$ cat config.mk
export PLATFORM = sky130hd
export DESIGN_NAME = muldiv_iter
export DESIGN_NICKNAME = d
export VERILOG_FILES = /design/src/rtl/muldiv_iter.sv
export SDC_FILE = /design/constraint.sdc
export NUM_CORES = 2
export LEC_CHECK = 0
export ABC_AREA = 0
export CAP_MARGIN = 10
export CORE_UTILIZATION = 55
export DETAILED_ROUTE_END_ITERATION = 6
export HOLD_SLACK_MARGIN = 0.1
export PLACE_DENSITY = 0.79
export SLEW_MARGIN = 30
export SYNTH_ARGS = -nofsm -noshare
export SYNTH_HDL_FRONTEND = slang
export SYNTH_SLANG_ARGS = --single-unit
$ cat constraint.sdc
create_clock -name clk -period 10.41 [get_ports clk]
set_input_delay 2.082 -clock clk [delete_from_list [all_inputs] [get_ports clk]]
set_output_delay 2.082 -clock clk [all_outputs]
set_load 0.01 [all_outputs]
$ cat src/rtl/muldiv_iter.sv
// muldiv_iter: iterative RV64M multiply/divide unit beside the EX stage.
// A radix-2 shift-add multiply or restoring divide runs one bit per cycle.
// The unit holds the pipeline through stall_o until the result is ready.
//
// Ports:
//   clk, rst        clock; asynchronous active-high reset
//   req_valid_i     M-extension instruction present in EX, held while stalled
//   funct3_i        [2] 0=multiply 1=divide; [1:0] are decoded by EX, which
//                   selects between result_l_o and result_h_o
//   word_i          *W variant: operands truncated to 32 bits, results sign-extended
//   rs1_data_i      operand A / dividend
//   rs2_data_i      operand B / divisor
//   rs1_sign_i      treat A as signed
//   rs2_sign_i      treat B as signed
//   flush_i         kill the in-flight operation
//   stall_o         pipeline hold request (combinational)
//   busy_o          unit not idle
//   result_valid_o  one-cycle pulse when the results are valid
//   result_l_o      product[63:0] or quotient
//   result_h_o      product[127:64] or remainder
module muldiv_iter #(
    parameter int XLEN = 64,
    parameter int ITER = 64
) (
    input  logic            clk,
    input  logic            rst,
    input  logic            req_valid_i,
    input  logic [2:0]      funct3_i,
    input  logic            word_i,
    input  logic [XLEN-1:0] rs1_data_i,
    input  logic [XLEN-1:0] rs2_data_i,
    input  logic            rs1_sign_i,
    input  logic            rs2_sign_i,
    input  logic            flush_i,
    output logic            stall_o,
    output logic            busy_o,
    output logic            result_valid_o,
    output logic [XLEN-1:0] result_l_o,
    output logic [XLEN-1:0] result_h_o
);
    localparam int HW = XLEN / 2;
    localparam int CW = $clog2(ITER);

    typedef enum logic [1:0] {IDLE, CALC, DONE} state_t;
    state_t state, state_next;

    logic [CW-1:0]   counter;
    logic [XLEN-1:0] acc_hi;   // multiply: upper product half; divide: partial remainder
    logic [XLEN-1:0] acc_lo;   // multiply: multiplier/low product; divide: dividend/quotient
    logic [XLEN-1:0] opb;      // multiplicand or divisor magnitude
    logic            is_div;
    logic            is_word;
    logic            neg_lo;   // negate product, or negate quotient
    logic            neg_hi;   // negate remainder

    // Quotient/remainder selection happens in EX; only bit 2 matters here.
    logic unused_funct3;
    assign unused_funct3 = ^funct3_i[1:0];

    function automatic logic [XLEN-1:0] wext(input logic [XLEN-1:0] x);
        return {{HW{x[HW-1]}}, x[HW-1:0]};
    endfunction

    // ---------------- accept-time operand preparation ----------------
    logic            accept;
    logic            div_in;
    logic            div_signed;
    logic            sa, sb;
    logic [XLEN-1:0] a_ext, b_ext, a_mag, b_mag, min_neg;
    logic            div_zero, div_ovf, special;
    logic [XLEN-1:0] spec_q, spec_r;

    always_comb begin
        accept     = (state == IDLE) & req_valid_i & ~flush_i;
        div_in     = funct3_i[2];
        div_signed = rs1_sign_i & rs2_sign_i;
        if (word_i) begin
            a_ext = {{HW{rs1_sign_i & rs1_data_i[HW-1]}}, rs1_data_i[HW-1:0]};
            b_ext = {{HW{rs2_sign_i & rs2_data_i[HW-1]}}, rs2_data_i[HW-1:0]};
        end else begin
            a_ext = rs1_data_i;
            b_ext = rs2_data_i;
        end
        sa = (div_in ? div_signed : rs1_sign_i) & a_ext[XLEN-1];
        sb = (div_in ? div_signed : rs2_sign_i) & b_ext[XLEN-1];
        a_mag = sa ? -a_ext : a_ext;
        b_mag = sb ? -b_ext : b_ext;
        // Most-negative value; in word mode it is -2^31 sign-extended.
        min_neg  = word_i ? {{(HW+1){1'b1}}, {(HW-1){1'b0}}} : {1'b1, {(XLEN-1){1'b0}}};
        div_zero = div_in & (b_ext == '0);
        div_ovf  = div_in & div_signed & (a_ext == min_neg) & (b_ext == '1);
        special  = div_zero | div_ovf;
        spec_q   = div_zero ? '1 : a_ext;
        spec_r   = div_zero ? a_ext : '0;
    end

    // ---------------- one iteration of the datapath ----------------
    logic [XLEN:0]     mul_sum, div_shift;
    logic [XLEN-1:0]   step_hi, step_lo;
    logic [2*XLEN-1:0] prod_fix;
    logic [XLEN-1:0]   fin_l, fin_h;

    always_comb begin
        mul_sum   = {1'b0, acc_hi} + {1'b0, opb};
        div_shift = {acc_hi, acc_lo[XLEN-1]};
        if (is_div) begin
            // Invariant rem < divisor keeps the subtracted remainder within XLEN bits.
            if (div_shift >= {1'b0, opb}) begin
                step_hi = div_shift[XLEN-1:0] - opb;
                step_lo = {acc_lo[XLEN-2:0], 1'b1};
            end else begin
                step_hi = div_shift[XLEN-1:0];
                step_lo = {acc_lo[XLEN-2:0], 1'b0};
            end
        end else if (acc_lo[0]) begin
            step_hi = mul_sum[XLEN:1];
            step_lo = {mul_sum[0], acc_lo[XLEN-1:1]};
        end else begin
            step_hi = {1'b0, acc_hi[XLEN-1:1]};
            step_lo = {acc_hi[0], acc_lo[XLEN-1:1]};
        end
        prod_fix = neg_lo ? -{step_hi, step_lo} : {step_hi, step_lo};
        if (is_div) begin
            fin_l = neg_lo ? -step_lo : step_lo;
            fin_h = neg_hi ? -step_hi : step_hi;
        end else begin
            fin_l = prod_fix[XLEN-1:0];
            fin_h = prod_fix[2*XLEN-1:XLEN];
        end
        if (is_word) begin
            fin_l = wext(fin_l);
            fin_h = wext(fin_h);
        end
    end

    // ---------------- FSM ----------------
    always_ff @(posedge clk or posedge rst) begin
        if (rst) state <= IDLE;
        else     state <= state_next;
    end

    always_comb begin
        state_next     = state;
        stall_o        = req_valid_i & ~flush_i & (state != DONE);
        busy_o         = (state != IDLE);
        result_valid_o = (state == DONE) & ~flush_i;
        case (state)
            IDLE: if (accept) state_next = special ? DONE : CALC;
            CALC: begin
                if (flush_i)                         state_next = IDLE;
                else if (counter == CW'(ITER - 1))   state_next = DONE;
            end
            DONE:    state_next = IDLE;
            default: state_next = IDLE;
        endcase
    end

    // ---------------- datapath registers ----------------
    always_ff @(posedge clk or posedge rst) begin
        if (rst) begin
            counter    <= '0;
            acc_hi     <= '0;
            acc_lo     <= '0;
            opb        <= '0;
            is_div     <= 1'b0;
            is_word    <= 1'b0;
            neg_lo     <= 1'b0;
            neg_hi     <= 1'b0;
            result_l_o <= '0;
            result_h_o <= '0;
        end else if (accept) begin
            counter <= '0;
            acc_hi  <= '0;
            acc_lo  <= a_mag;
            opb     <= b_mag;
            is_div  <= div_in;
            is_word <= word_i;
            neg_lo  <= sa ^ sb;
            neg_hi  <= sa;
            if (special) begin
                result_l_o <= word_i ? wext(spec_q) : spec_q;
                result_h_o <= word_i ? wext(spec_r) : spec_r;
            end
        end else if (state == CALC && !flush_i) begin
            acc_hi  <= step_hi;
            acc_lo  <= step_lo;
            counter <= counter + CW'(1);
            if (counter == CW'(ITER - 1)) begin
                result_l_o <= fin_l;
                result_h_o <= fin_h;
            end
        end
    end
endmodule

==> impl_metrics.env <==
export IMPL_gp_congestion=1.04
export IMPL_vias=38500
export IMPL_post_cts_buffers=0
export IMPL_root_buffer="clkbuf_16"
export IMPL_wl_per_cell_um=26.6
export IMPL_viasPerCell=7.02
export IMPL_cts_clk_slew_worst_paths_ps=70
export IMPL_utilization=0.637
export IMPL_antenna_found_initial=4
export IMPL_cts_tree="built"
export IMPL_synth_avg_cell_area_um2=7.26
export IMPL_synth_seq_cells=332
export IMPL_fmaxAchievable_ghz=0.122
export IMPL_maxSlewViolCount=0
export IMPL_grt_overflow_total=0
export IMPL_rows=89
export IMPL_fin_skew_ps=32.5
export IMPL_crit_fanout=33
export IMPL_tightest_slew_ps=973
export IMPL_cp_arrival_ps=8690
export IMPL_postCtsHoldBufs=0
export IMPL_hold_viol=0
export IMPL_die_area_um2=61800
export IMPL_syn2layout_area_growth_pct=13.6
export IMPL_ant_nets=0
export IMPL_synthCells=4606
export IMPL_synth_edff_count=0
export IMPL_cts_resized_gates=0
export IMPL_drc=1
export IMPL_hold_slack_ps=466
export IMPL_die_y_um=249
export IMPL_timing_final_crit_share=0.789
export IMPL_status="complete, but fails checks"
export IMPL_io_pins=269
export IMPL_grt_usage=0.457
export IMPL_multi_input_area_um2=23500
export IMPL_synth_distinct_cells=101
export IMPL_dp_hpwl_um=110000
export IMPL_synth_main_ff_cell="dfrtp_1"
export IMPL_initial_core_util=0.561
export IMPL_drtIter0Drc=5703
export IMPL_synth_area_um2=33400
export IMPL_rsz0062_at_grt="false"
export IMPL_leakage_nw=15.4
export IMPL_regArea_um2=8310
export IMPL_grt_pass1_wl_um=218000
export IMPL_setup_viol=0
export IMPL_hp_class="reg2reg"
export IMPL_power_density_nw_per_um2=339
export IMPL_place_area_um2=36500
export IMPL_layout_setup_ws_ps=2200
export IMPL_cp_required_ps=10890
export IMPL_tns_ps=0
export IMPL_layout_nets=4953
export IMPL_grt_pass1_vias=35000
export IMPL_worst_setup_path_type="reg2reg"
export IMPL_ys_warn_count=0
export IMPL_clock_sinks=332
export IMPL_core_um2=59600
export IMPL_die_w_um=249
export IMPL_synth_nets=4880
export IMPL_synth_sequential_area_ratio=0.249
export IMPL_cts_buffers=41
export IMPL_insertion_delay_ps=620
export IMPL_vdd_ir_drop_max_v=0.000201
export IMPL_port_buffers=266
export IMPL_grt_max_degree=119
export IMPL_crit_path_end_kind="register"
export IMPL_firstDrtPassIters=7
export IMPL_post_place_ws_ps=2450
export IMPL_h_tree_depth=2
export IMPL_wl_um=146000
export IMPL_failed_checks="design-rule violations"
export IMPL_fin_crit_ps=8210
export IMPL_async_flop_share=1.00
export IMPL_startpoint_type="register"
export IMPL_drive_gt1_frac=0.0480
export IMPL_slew_headroom=0.352
export IMPL_cts_buffer_depth=3
export IMPL_nFillCells=5370
export IMPL_finalInstanceArea_um2=38000
export IMPL_drv_cap=0
==> flip-flops by register name, summed over array words and instances (netlist names), 2 cells and up <==
name        flops
acc_lo         64
state           2
counter         6
opb            64
result_l_o     64
acc_hi         64
result_h_o     64
==> cell usage after synthesis, drive strengths merged, types with 43 or more instances <==
master	n	area, um2
a211oi	51	388
a21o	74	556
a21oi	337	1690
a221oi	45	400
a31oi	84	526
buf	56	268
clkbuf	249	936
dfrtp	332	8310
ha	134	1680
inv	128	480
mux2i	83	831
nand2	650	2440
nand3	107	541
nand4	90	563
nor2	391	1470
nor2b	46	288
nor3	157	786
nor4	57	369
o211ai	91	683
o21a	45	338
o21ai	521	2610
o31ai	43	350
or3	61	382
xnor2	163	1430
xor2	112	981
==> metal layers <==
layer / part of all wire / track usage / wire (um) / vias up
li1: - / - / - / 17100
met1: 0.39 / 0.623 / 57600 / 18100
met2: 0.40 / 0.639 / 57800 / 2710
met3: 0.15 / 0.152 / 21400 / 523
met4: 0.061 / 0.230 / 8920 / 6
met5: 0.00079 / 0.0108 / 115 / -
==> power breakdown <==
group | switching [W] | internal [W]
Clock | 0.000661 | 0.000943
Combinational | 0.00563 | 0.00313
Sequential | 0.000726 | 0.00179
Total | 0.00702 | 0.00586
==> through the flow <==
step	power, W	instances
after global routing	0.0135	5482
final	0.0129	5482
after CTS	0.0125	5481
after detailed placement	0.0108	5409
after global placement	0.0108	5407
after floorplan	0.00777	4606
==> worst max-delay path: stages, from the launching register on <==
cell	delay, ps
dfrtp_1	450
ha_1	480
a211oi_1	370
o21ai_1	170
a21boi_1	350
a31oi_1	240
a2111oi_4	310
buf_4	520
a31o_1	220
buf_4	190
ha_1	210
nor3b_1	270
o221ai_1	210
or2_2	380
nor2_1	120
buf_4	190
nand3_1	170
nor3_1	400
nand2_1	270
or2_2	400
and2_1	480
o41ai_1	780
xnor2_1	360
a221oi_1	420
nor2_1	70
==> cells in the final DEF, fill, tap and decap left out, types with 84 or more instances in the layout <==
master,count
nand3_1,106
nand2_1,649
dfrtp_1,329
nand4_1,90
a21oi_1,333
o211ai_1,91
inv_1,125
ha_1,134
a31oi_1,84
nor3_1,155
xor2_1,112
nor2_1,386
xnor2_1,163
o21ai_0,499
clkdlybuf4s50_1,265
==> cell families after synthesis <==
group | Yosys count | synth area share
multiplexers | 86 | 0.0259
adder cells (fa/ha/maj) | 136 | 0.0514
AND/OR/NAND/NOR | 1764 | 0.249
AO/OA/AOI/OAI | 1579 | 0.302
buffers and inverters | 434 | 0.0505
flip-flops | 332 | 0.249
XOR/XNOR | 275 | 0.0721
==> final cells by class <==
class                           instances  share of cell area
Antenna cell                            1           0.0000659
Clock buffer                           53              0.0306
Clock inverter                         19             0.00811
Inverter                              129              0.0129
Multi-Input combinational cell       3840               0.620
Sequential cell                       332               0.219
Tap cell                              773              0.0255
Timing Repair Buffer                  335              0.0838
==> path summary, 6_finish.rpt <==
check / endpoint / slack [ps] / start / depth (start not counted)
max: result_h_o[22] / 2200 / acc_hi[41] / 24
min: result_l_o[20] / 470 / result_l_o[20] / 2
max reg2reg: result_h_o[22] / 2200 / acc_hi[41] / 24
min reg2reg: result_l_o[20] / 470 / result_l_o[20] / 2
max in group asynchronous: is_div / 7150 / rst / 3
min in group asynchronous: result_h_o[36] / 1910 / rst / 2
No activity file was read; power rests on OpenSTA's default activity.
